==> src/rtl/adc_acq_pkg.sv <==
// Shared types and constants for the ADC acquisition capture path.
package adc_acq_pkg;

  localparam int DEF_ADC_WIDTH  = 14;
  localparam int DEF_LANE_WIDTH = 16;

  // lane0 (the earlier sample) occupies the low half of a packed word
  localparam bit LANE0_LSB = 1'b1;

  typedef enum logic [3:0] {
    IDLE    = 4'b0001,
    CAPTURE = 4'b0010,
    FLUSH   = 4'b0100,
    FINISH  = 4'b1000
  } acq_state_t;

endpackage

==> src/rtl/adc_acq_capture_packer.sv <==
// Pairs consecutive ADC samples into two-lane words; a lone trailing sample
// is flushed with a zero upper lane.
module adc_lane_packer
  import adc_acq_pkg::*;
#(
  parameter int ADC_WIDTH  = DEF_ADC_WIDTH,
  parameter int LANE_WIDTH = DEF_LANE_WIDTH
) (
  input  logic                    CLK,
  input  logic                    RESET,
  input  logic [ADC_WIDTH-1:0]    sample,
  input  logic                    valid,
  input  logic                    last,
  output logic                    pending,
  output logic [2*LANE_WIDTH-1:0] word,
  output logic                    word_valid
);

  logic                  lane_idx;
  logic [LANE_WIDTH-1:0] lane0;
  logic [LANE_WIDTH-1:0] lane1;

  // word is presented combinationally so the owner can register it with
  // a single cycle of latency from the completing sample
  assign pending    = lane_idx;
  assign lane1      = valid ? LANE_WIDTH'(sample) : '0;
  assign word       = LANE0_LSB ? {lane1, lane0} : {lane0, lane1};
  assign word_valid = lane_idx & (valid | last);

  always_ff @(posedge CLK or posedge RESET) begin
    if (RESET) begin
      lane_idx <= 1'b0;
      lane0    <= '0;
    end else if (valid) begin
      lane_idx <= ~lane_idx;
      if (!lane_idx) begin
        lane0 <= LANE_WIDTH'(sample);
      end
    end else if (last) begin
      lane_idx <= 1'b0;
    end
  end

endmodule

==> src/rtl/adc_acq_capture.sv <==
// Acquisition-window consumer: captures ADC samples while ACQ_EN is high,
// writes packed words to the FIFO and keeps per-echo status.
module adc_acq_capture
  import adc_acq_pkg::*;
#(
  parameter int ADC_WIDTH        = DEF_ADC_WIDTH,
  parameter int LANE_WIDTH       = DEF_LANE_WIDTH,
  parameter int SAMPLE_CNT_WIDTH = 32,
  parameter int ECHO_CNT_WIDTH   = 16
) (
  input  logic                        CLK,
  input  logic                        RESET,
  input  logic                        ACQ_EN,
  input  logic [ADC_WIDTH-1:0]        ADC_DATA,
  input  logic                        FIFO_FULL,
  output logic                        FIFO_WR,
  output logic [2*LANE_WIDTH-1:0]     FIFO_DATA,
  input  logic                        CLR_STATUS,
  output logic                        BUSY,
  output logic                        ECHO_DONE,
  output logic [SAMPLE_CNT_WIDTH-1:0] SAMPLE_COUNT,
  output logic [ECHO_CNT_WIDTH-1:0]   ECHO_COUNT,
  output logic                        OVERFLOW
);

  acq_state_t              state;
  acq_state_t              state_next;
  logic                    start;
  logic                    capture_more;
  logic                    flush_req;
  logic                    echo_end;
  logic                    pending;
  logic                    word_valid;
  logic [2*LANE_WIDTH-1:0] word;
  logic                    word_write;
  logic                    word_drop;

  adc_lane_packer #(
    .ADC_WIDTH  (ADC_WIDTH),
    .LANE_WIDTH (LANE_WIDTH)
  ) u_packer (
    .CLK        (CLK),
    .RESET      (RESET),
    .sample     (ADC_DATA),
    .valid      (start | capture_more),
    .last       (flush_req),
    .pending    (pending),
    .word       (word),
    .word_valid (word_valid)
  );

  assign word_write = word_valid & ~FIFO_FULL;
  assign word_drop  = word_valid &  FIFO_FULL;

  // FLUSH and FINISH also accept a new first sample so that an echo
  // starting right after a short gap never loses its opening sample
  always_comb begin
    state_next   = state;
    start        = 1'b0;
    capture_more = 1'b0;
    flush_req    = 1'b0;
    echo_end     = 1'b0;
    case (state)
      IDLE: begin
        if (ACQ_EN) begin
          start      = 1'b1;
          state_next = CAPTURE;
        end
      end
      CAPTURE: begin
        if (ACQ_EN) begin
          capture_more = 1'b1;
        end else begin
          flush_req = 1'b1;
          if (pending) begin
            state_next = FLUSH;
          end else begin
            echo_end   = 1'b1;
            state_next = FINISH;
          end
        end
      end
      FLUSH: begin
        echo_end = 1'b1;
        if (ACQ_EN) begin
          start      = 1'b1;
          state_next = CAPTURE;
        end else begin
          state_next = FINISH;
        end
      end
      FINISH: begin
        if (ACQ_EN) begin
          start      = 1'b1;
          state_next = CAPTURE;
        end else begin
          state_next = IDLE;
        end
      end
      default: state_next = IDLE;
    endcase
  end

  always_ff @(posedge CLK or posedge RESET) begin
    if (RESET) begin
      state     <= IDLE;
      BUSY      <= 1'b0;
      ECHO_DONE <= 1'b0;
      FIFO_WR   <= 1'b0;
      FIFO_DATA <= '0;
    end else begin
      state     <= state_next;
      BUSY      <= (state_next != IDLE);
      ECHO_DONE <= echo_end;
      FIFO_WR   <= word_write;
      if (word_write) begin
        FIFO_DATA <= word;
      end
    end
  end

  // status: a same-cycle set or increment takes priority over CLR_STATUS
  always_ff @(posedge CLK or posedge RESET) begin
    if (RESET) begin
      OVERFLOW     <= 1'b0;
      ECHO_COUNT   <= '0;
      SAMPLE_COUNT <= '0;
    end else begin
      if (word_drop) begin
        OVERFLOW <= 1'b1;
      end else if (CLR_STATUS) begin
        OVERFLOW <= 1'b0;
      end

      if (echo_end) begin
        ECHO_COUNT <= CLR_STATUS ? ECHO_CNT_WIDTH'(1) : ECHO_COUNT + ECHO_CNT_WIDTH'(1);
      end else if (CLR_STATUS) begin
        ECHO_COUNT <= '0;
      end

      if (start) begin
        SAMPLE_COUNT <= SAMPLE_CNT_WIDTH'(1);
      end else if (capture_more && (SAMPLE_COUNT != '1)) begin
        SAMPLE_COUNT <= SAMPLE_COUNT + SAMPLE_CNT_WIDTH'(1);
      end
    end
  end

endmodule

==> config.mk <==
export PLATFORM = sky130hd
export DESIGN_NAME = adc_acq_capture
export DESIGN_NICKNAME = d
export VERILOG_FILES = /design/src/rtl/adc_acq_pkg.sv /design/src/rtl/adc_acq_capture_packer.sv /design/src/rtl/adc_acq_capture.sv
export SDC_FILE = /design/constraint.sdc
export NUM_CORES = 1
export LEC_CHECK = 0
export BUFFER_PORTS_ARGS = -buffer_cell sky130_fd_sc_hd__clkbuf_2
export CAP_MARGIN = 5
export CORE_MARGIN = 2
export CORE_UTILIZATION = 30
export CTS_CLUSTER_SIZE = 14
export DETAILED_ROUTE_END_ITERATION = 10
export MAX_ROUTING_LAYER = met4
export PLACE_DENSITY = 0.49
export REMOVE_ABC_BUFFERS = 1
export SYNTH_ARGS = -nofsm -noshare
export SYNTH_HDL_FRONTEND = slang
export SYNTH_HIERARCHICAL = 1
export SYNTH_SLANG_ARGS = --single-unit
==> constraint.sdc <==
create_clock -name CLK -period 3.4 [get_ports CLK]
set_input_delay 0.17 -clock CLK [delete_from_list [all_inputs] [get_ports CLK]]
set_output_delay 0.17 -clock CLK [all_outputs]
set_load 0.005 [all_outputs]
==> results of run 1 <==
## path summary, 6_finish.rpt
check / start / endpoint / slack, ns / depth (start not counted)
min reg2reg: u_packer/lane0[9]$_DFFE_PP0P_ / FIFO_DATA[9]$_DFFE_PP0P_ / 0.50 / 1
max: state[0]$_DFF_PP1_ / FIFO_DATA[4]$_DFFE_PP0P_ / 0.63 / 10
min: ADC_DATA[7] / u_packer/lane0[7]$_DFFE_PP0P_ / 0.06 / 2
max reg2reg: state[0]$_DFF_PP1_ / FIFO_DATA[4]$_DFFE_PP0P_ / 0.63 / 10
min in group asynchronous: RESET / u_packer/lane0[11]$_DFFE_PP0P_ / 0.45 / 3
max in group asynchronous: RESET / SAMPLE_COUNT[14]$_DFFE_PP0P_ / 1.90 / 4
## cells in the final DEF (no fill, tap or decap), drive strengths merged, types with 4 or more instances in the layout
cell type and count:
a21oi 5, and2 18, and3 4, and4 5, buf 7, clkbuf 112
clkinvlp 4, conb 4, dfrtp 102, inv 16, mux2 46, nand2 37
nand3 27, nand4 15, nor2 22, nor2b 6, nor3 9, nor4 4
o211ai 24, o21ai 15, o311ai 11, o41ai 4, or3 8, or4 17
xnor2 7, xor2 8
## flip-flops by register name (all words and copies together), names as in the netlist
name and count:
FIFO_DATA 32, SAMPLE_COUNT 32, ECHO_COUNT 16, u_packer/lane0 14, state 4, BUSY 1, ECHO_DONE 1, FIFO_WR 1
OVERFLOW 1, u_packer/pending 1
## metrics by stage
stage                     worst slack (ns)  setup TNS [ns]
after floorplan                    -0.7700          -25.13
after global placement              0.6539               0
after detailed placement            0.6188               0
after CTS                           0.5998               0
after global routing                0.4186               0
final                               0.6266               0
## final cells by class
class	count	area, um^2
clock buffers	10	229.0
clock inverters	6	68.82
fillers	1665	10440
inverters	16	61.31
multi-input cells	319	2295
flip-flops and latches	103	2579
well taps	220	275.3
repair buffers	110	573.1
## worst register-to-register path, stage by stage, from the launching register on
cell	delay [ns]
dfstp_2	0.58
or4b_1	0.44
o311ai_1	0.14
nand2_1	0.12
inv_1	0.06
buf_4	0.19
nor2_1	0.09
nor2b_1	0.13
nor2b_2	0.14
buf_4	0.37
mux2_2	0.40
## routing by layer
metal / track usage (%) / vias up / share of wire (%)
met1: 19.88 / 1977 / 49
met5: - / - / 0
met3: 2.759 / 11 / 5.3
met4: 5.142 / 0 / 1.3
li1: - / 1899 / -
met2: 22.02 / 115 / 44
## power by group
part	switching (mW)	internal (mW)	total (mW)
registers	0.253	1.55	1.80
clock network	0.484	0.574	1.06
logic	0.559	0.573	1.13
total	1.30	2.69	3.99
## cell families after synthesis
kind of cell               synth area share (%)
AOI/OAI and AO/OA                         10.94
xor gates and xnor gates                  2.593
adders and majority gates                0.4939
buffers and inverters                     4.075
DFF                                       50.90
muxes                                     11.09
other                                   0.07402
and+or+nand+nor                           19.83
==> results.sh, run 1 <==
export IMPL_wirelength_um=12410
export IMPL_critPathBufInv=3
export IMPL_fin_skew_ns=0.006720
export IMPL_place_port_buffers=102
export IMPL_place_area_mm2=0.005773
export IMPL_max_cap_violations=0
export IMPL_rows=47
export IMPL_synth_edf_count=0
export IMPL_synth_area_mm2=0.005066
export IMPL_first_pass_iters=4
export IMPL_critPathMaxStageDelay_ns=0.58
export IMPL_slowest_stage="dfstp_2"
export IMPL_hold_viol=0
export IMPL_p_total_mw=3.989
export IMPL_start_util_pct=30.66
export IMPL_max_freq_ghz=0.3606
export IMPL_clkLatencyLatePin_ns=0.35
export IMPL_n_antenna_cell=0
export IMPL_netlist_instances=459
export IMPL_period_needed_ns=2.773
export IMPL_synth_top_area_share_pct=50.38
export IMPL_postLayoutCellArea_mm2=0.006081
export IMPL_cp_required_ns=3.63
export IMPL_cts_resized=0
export IMPL_slew_violations=0
export IMPL_fin_util_pct=36.80
export IMPL_dp_cells=767
export IMPL_clockBufferDepth=2
export IMPL_cp_start_kind="register"
export IMPL_timing_final_crit_share_pct=81.57
export IMPL_avgRoutedWirePerCell_um=15.82
export IMPL_cts_buffers=9
export IMPL_grt_pass1_wl_um=20470
export IMPL_synthToLayoutAreaGrowth_pct=20.03
export IMPL_grt_pass1_vias=3844
export IMPL_path_class="register to register"
export IMPL_nets=580
export IMPL_drive_gt1_share_pct=33.16
export IMPL_holdBufCountCts=1
export IMPL_grt_max_degree=60
export IMPL_end_kind="register"
export IMPL_final_antenna_net_count=0
export IMPL_rsz0062_at_grt="no"
export IMPL_stdcell_count=784
export IMPL_die_area_mm2=0.01794
export IMPL_die_height_um=134.0
export IMPL_htree_levels=3
export IMPL_root_buffer="clkbuf_16"
export IMPL_status="finished, final reports clean"
export IMPL_clkSinkCount=103
export IMPL_yosysUniqueCellTypes=58
export IMPL_synth_common_cells="dfrtp_1 (102), mux2_2 (37), nand2_1 (37)"
export IMPL_min_path_type="input port to register"
export IMPL_post_cts_buffers=0
export IMPL_synth_warnings=6
export IMPL_antenna_found_initial=0
export IMPL_synth_most_common_cell="dfrtp_1"
export IMPL_synth_seq_cells=103
export IMPL_async_flop_share_pct=100.0
export IMPL_ios=103
export IMPL_cts_tree="built"
export IMPL_hpwl_um=8400
export IMPL_cp_cell_sequence="or4b_1 > o311ai_1 > nand2_1 > inv_1 > buf_4 > nor2_1 > nor2b_1 > nor2b_2 > buf_4 > mux2_2"
export IMPL_path_delay_family="simple AND/OR/NAND/NOR gates"
export IMPL_fp_coreArea_mm2=0.01652
export IMPL_gr_usage_all_layers_pct=14.66
export IMPL_drc=0
export IMPL_synth_seq_area_share_pct=50.90
export IMPL_p_per_area_mw_per_mm2=656.0
export IMPL_crit_arrival_ns=3.01
export IMPL_vias=4002
export IMPL_grt_overflow=0
export IMPL_viasPerCell=5.105
export IMPL_gp_congestion=0.7795
export IMPL_hold_slack_ns=0.06410
export IMPL_die_width_um=134.0
export IMPL_clkSlewWorstSetupHoldPaths_ns=0.07
export IMPL_yosys_top_cells_area="dfrtp_1 (50%), mux2_2 (8.2%), o211ai_1 (3.3%), nand2_1 (2.7%), mux2_4 (2.7%)"
export IMPL_finalSetupViolCount=0
export IMPL_ir_drop_v=0.0002882
export IMPL_worst_pin_slew_ns=1.052
export IMPL_synth_flop_cell="dfrtp_1"
export IMPL_cp_common_cell="buf_4"
export IMPL_leakage_nw=2.753
export IMPL_yosysTopAreaCell="dfrtp_1"
export IMPL_cp_max_fo=33
export IMPL_drt_iter0_markers=183
export IMPL_slew_headroom_pct=29.77
export IMPL_syn_area_per_cell_um2=11.04
(Power assumes the default switching activity.)
==> run 2, diff against run 1 <==
==> constraint.sdc (replaced) <==
create_clock -name CLK -period 2.8 [get_ports CLK]
set_input_delay 0.14 -clock CLK [delete_from_list [all_inputs] [get_ports CLK]]
set_output_delay 0.14 -clock CLK [all_outputs]
set_load 0.005 [all_outputs]
==> run 2 against run 1 <==
  * Sequential power up 22%
  * Worst hold slack worse by 0.030 ns
  * Routed wire length down 0.64%
  * First-iteration DRC count up 7.1%
  * Critical path type unchanged
  * Largest power group unchanged
==> results.sh, run 2 (same netlist as run 1, synthesis figures left out) <==
export IMPL_cts_resized=0
export IMPL_pwr_share_clk_pct=26.6
export IMPL_drive_gt1_share_pct=33.51
export IMPL_gr_usage_all_layers_pct=14.50
export IMPL_viasPerCell=5.100
export IMPL_period_needed_ns=2.462
export IMPL_combPwrFrac_pct=28.6
export IMPL_drc=0
export IMPL_rsz0062_at_grt="no"
export IMPL_cp_max_fo=15
export IMPL_status="finished, final reports clean"
export IMPL_place_port_buffers=102
export IMPL_setup_slack_ns=0.3382
export IMPL_die_height_um=134.0
export IMPL_start_util_pct=30.66
export IMPL_final_cell_mix="dfrtp_1 (102), clkbuf_2 (102), mux2_2 (37), nand2_1 (37), nand3_1 (26)"
export IMPL_dpl_worst_slack_ns=0.3410
export IMPL_drt_iter0_markers=196
export IMPL_clockBufferDepth=2
export IMPL_crit_arrival_ns=2.69
export IMPL_path_class="register to register"
export IMPL_max_freq_ghz=0.4062
export IMPL_multi_input_area_mm2=0.002295
export IMPL_n_antenna_cell=0
export IMPL_timing_final_crit_share_pct=87.92
export IMPL_die_width_um=134.0
export IMPL_intPower_mw=3.319
export IMPL_place_area_mm2=0.005821
export IMPL_reg_top3="FIFO_DATA (32), SAMPLE_COUNT (32), ECHO_COUNT (16)"
export IMPL_clkSlewWorstSetupHoldPaths_ns=0.07
export IMPL_slew_headroom_pct=57.46
export IMPL_nets=583
export IMPL_end_kind="register"
export IMPL_cp_cell_sequence="or4b_1 > o311ai_1 > nand2_1 > inv_1 > buf_4 > nor2b_4 > buf_4 > mux2_2"
export IMPL_p_sw_mw=1.574
export IMPL_gp_congestion=0.7855
export IMPL_hold_viol=0
export IMPL_finalSetupViolCount=0
export IMPL_regArea_mm2=0.002579
export IMPL_fp_coreArea_mm2=0.01652
export IMPL_rows=47
export IMPL_path_delay_family="simple AND/OR/NAND/NOR gates"
export IMPL_grt_overflow=0
export IMPL_first_pass_iters=4
export IMPL_root_buffer="clkbuf_16"
export IMPL_stdcell_count=787
export IMPL_dp_cells=770
export IMPL_antenna_found_initial=0
export IMPL_cp_common_cell="buf_4"
export IMPL_max_cap_violations=0
export IMPL_hpwl_um=8443
export IMPL_htree_levels=3
export IMPL_cp_start_kind="register"
export IMPL_slew_violations=0
export IMPL_cts_buffers=9
export IMPL_ios=103
export IMPL_cp_required_ns=3.03
export IMPL_n_fill_cell=1643
export IMPL_worst_pin_slew_ns=0.6281
export IMPL_avgRoutedWirePerCell_um=15.66
export IMPL_grt_pass1_vias=3761
export IMPL_die_area_mm2=0.01794
export IMPL_vias=4014
export IMPL_final_antenna_net_count=0
export IMPL_clkSinkCount=103
export IMPL_grt_pass1_wl_um=20130
export IMPL_clkLatencyLatePin_ns=0.35
export IMPL_leakage_nw=2.795
export IMPL_wirelength_um=12330
export IMPL_critPathMaxStageDelay_ns=0.58
export IMPL_synthToLayoutAreaGrowth_pct=21.17
export IMPL_switching_share_pct=32.16
export IMPL_grt_max_degree=67
export IMPL_fin_skew_ns=0.009504
export IMPL_cts_tree="built"
export IMPL_fin_util_pct=37.15
export IMPL_seqPwrFrac_pct=44.8
export IMPL_min_path_type="input port to register"
export IMPL_ir_drop_v=0.0002882
export IMPL_slowest_stage="dfstp_2"
export IMPL_p_per_area_mw_per_mm2=797.1
export IMPL_postLayoutCellArea_mm2=0.006138
export IMPL_critPathBufInv=3
==> run 2: changes by cell type in the layout (fill, tap and decap cells not counted), sizes merged <==
cell      change
clkinvlp      -4
clkinv        +3
buf           +3
clkbuf        +1
==> run 2: power groups by stage <==
stage	clock (mW)	sequential (mW)	combinational, mW
after floorplan	0	2.16	0.839
after global placement	0	2.20	1.39
after detailed placement	0	2.22	1.41
after CTS	1.36	2.19	1.42
after global routing	1.42	2.25	1.55
final	1.30	2.19	1.40
==> run 2: path summary, 6_finish.rpt <==
| check | end | from | slack (ns) | depth (start not counted) |
|---|---|---|---|---|
| max | u_packer/lane0[9]$_DFFE_PP0P_ | state[0]$_DFF_PP1_ | 0.34 | 8 |
| min | OVERFLOW$_DFFE_PP0P_ | FIFO_FULL | 0.03 | 3 |
| max reg2reg | u_packer/lane0[9]$_DFFE_PP0P_ | state[0]$_DFF_PP1_ | 0.34 | 8 |
| min reg2reg | FIFO_DATA[3]$_DFFE_PP0P_ | u_packer/lane0[3]$_DFFE_PP0P_ | 0.51 | 1 |
| max in group asynchronous | state[0]$_DFF_PP1_ | RESET | 1.73 | 4 |
| min in group asynchronous | FIFO_DATA[27]$_DFFE_PP0P_ | RESET | 0.34 | 3 |
==> run 2: final cells by class <==
class                   count  area share, %
multi-input cells         319          37.38
clock inverters             5          1.060
inverters                  16         0.9988
flip-flops and latches    103          42.01
clock buffers              11          3.954
repair buffers            113          10.11
well taps                 220          4.484
==> run 2: layer usage <==
layer	part of all wire (%)	track usage, %	up-vias
met3	5.0	2.570	10
met5	0	-	-
met4	1.1	4.787	0
li1	-	-	1908
met1	49	20.13	1995
met2	45	21.48	101
==> run 2: stage by stage <==
stage / hold WS [ns] / power, mW / setup TNS (ns)
after floorplan: 0.04148 / 2.996 / -48.76
after global placement: 0.1579 / 3.590 / 0
after detailed placement: 0.1566 / 3.631 / 0
after CTS: 0.01844 / 4.970 / 0
after global routing: 0.02883 / 5.213 / 0
final: 0.03448 / 4.893 / 0
==> run 2: worst reg2reg max path: cells and delay by family, from the launching register on <==
family / cells / cell delay (ns)
AO/OA/AOI/OAI: 1 / 0.13
AND/OR/NAND/NOR: 3 / 0.74
buffers and inverters: 3 / 0.52
multiplexers: 1 / 0.37
flip-flops: 1 / 0.58
==> run 2: timing repair <==
| item | in CTS | in global routing |
|---|---|---|
| endpoints found under the hold margin | 37 | 0 |
| setup buffers | 0 | 0 |
| hold buffers | 1 | 0 |
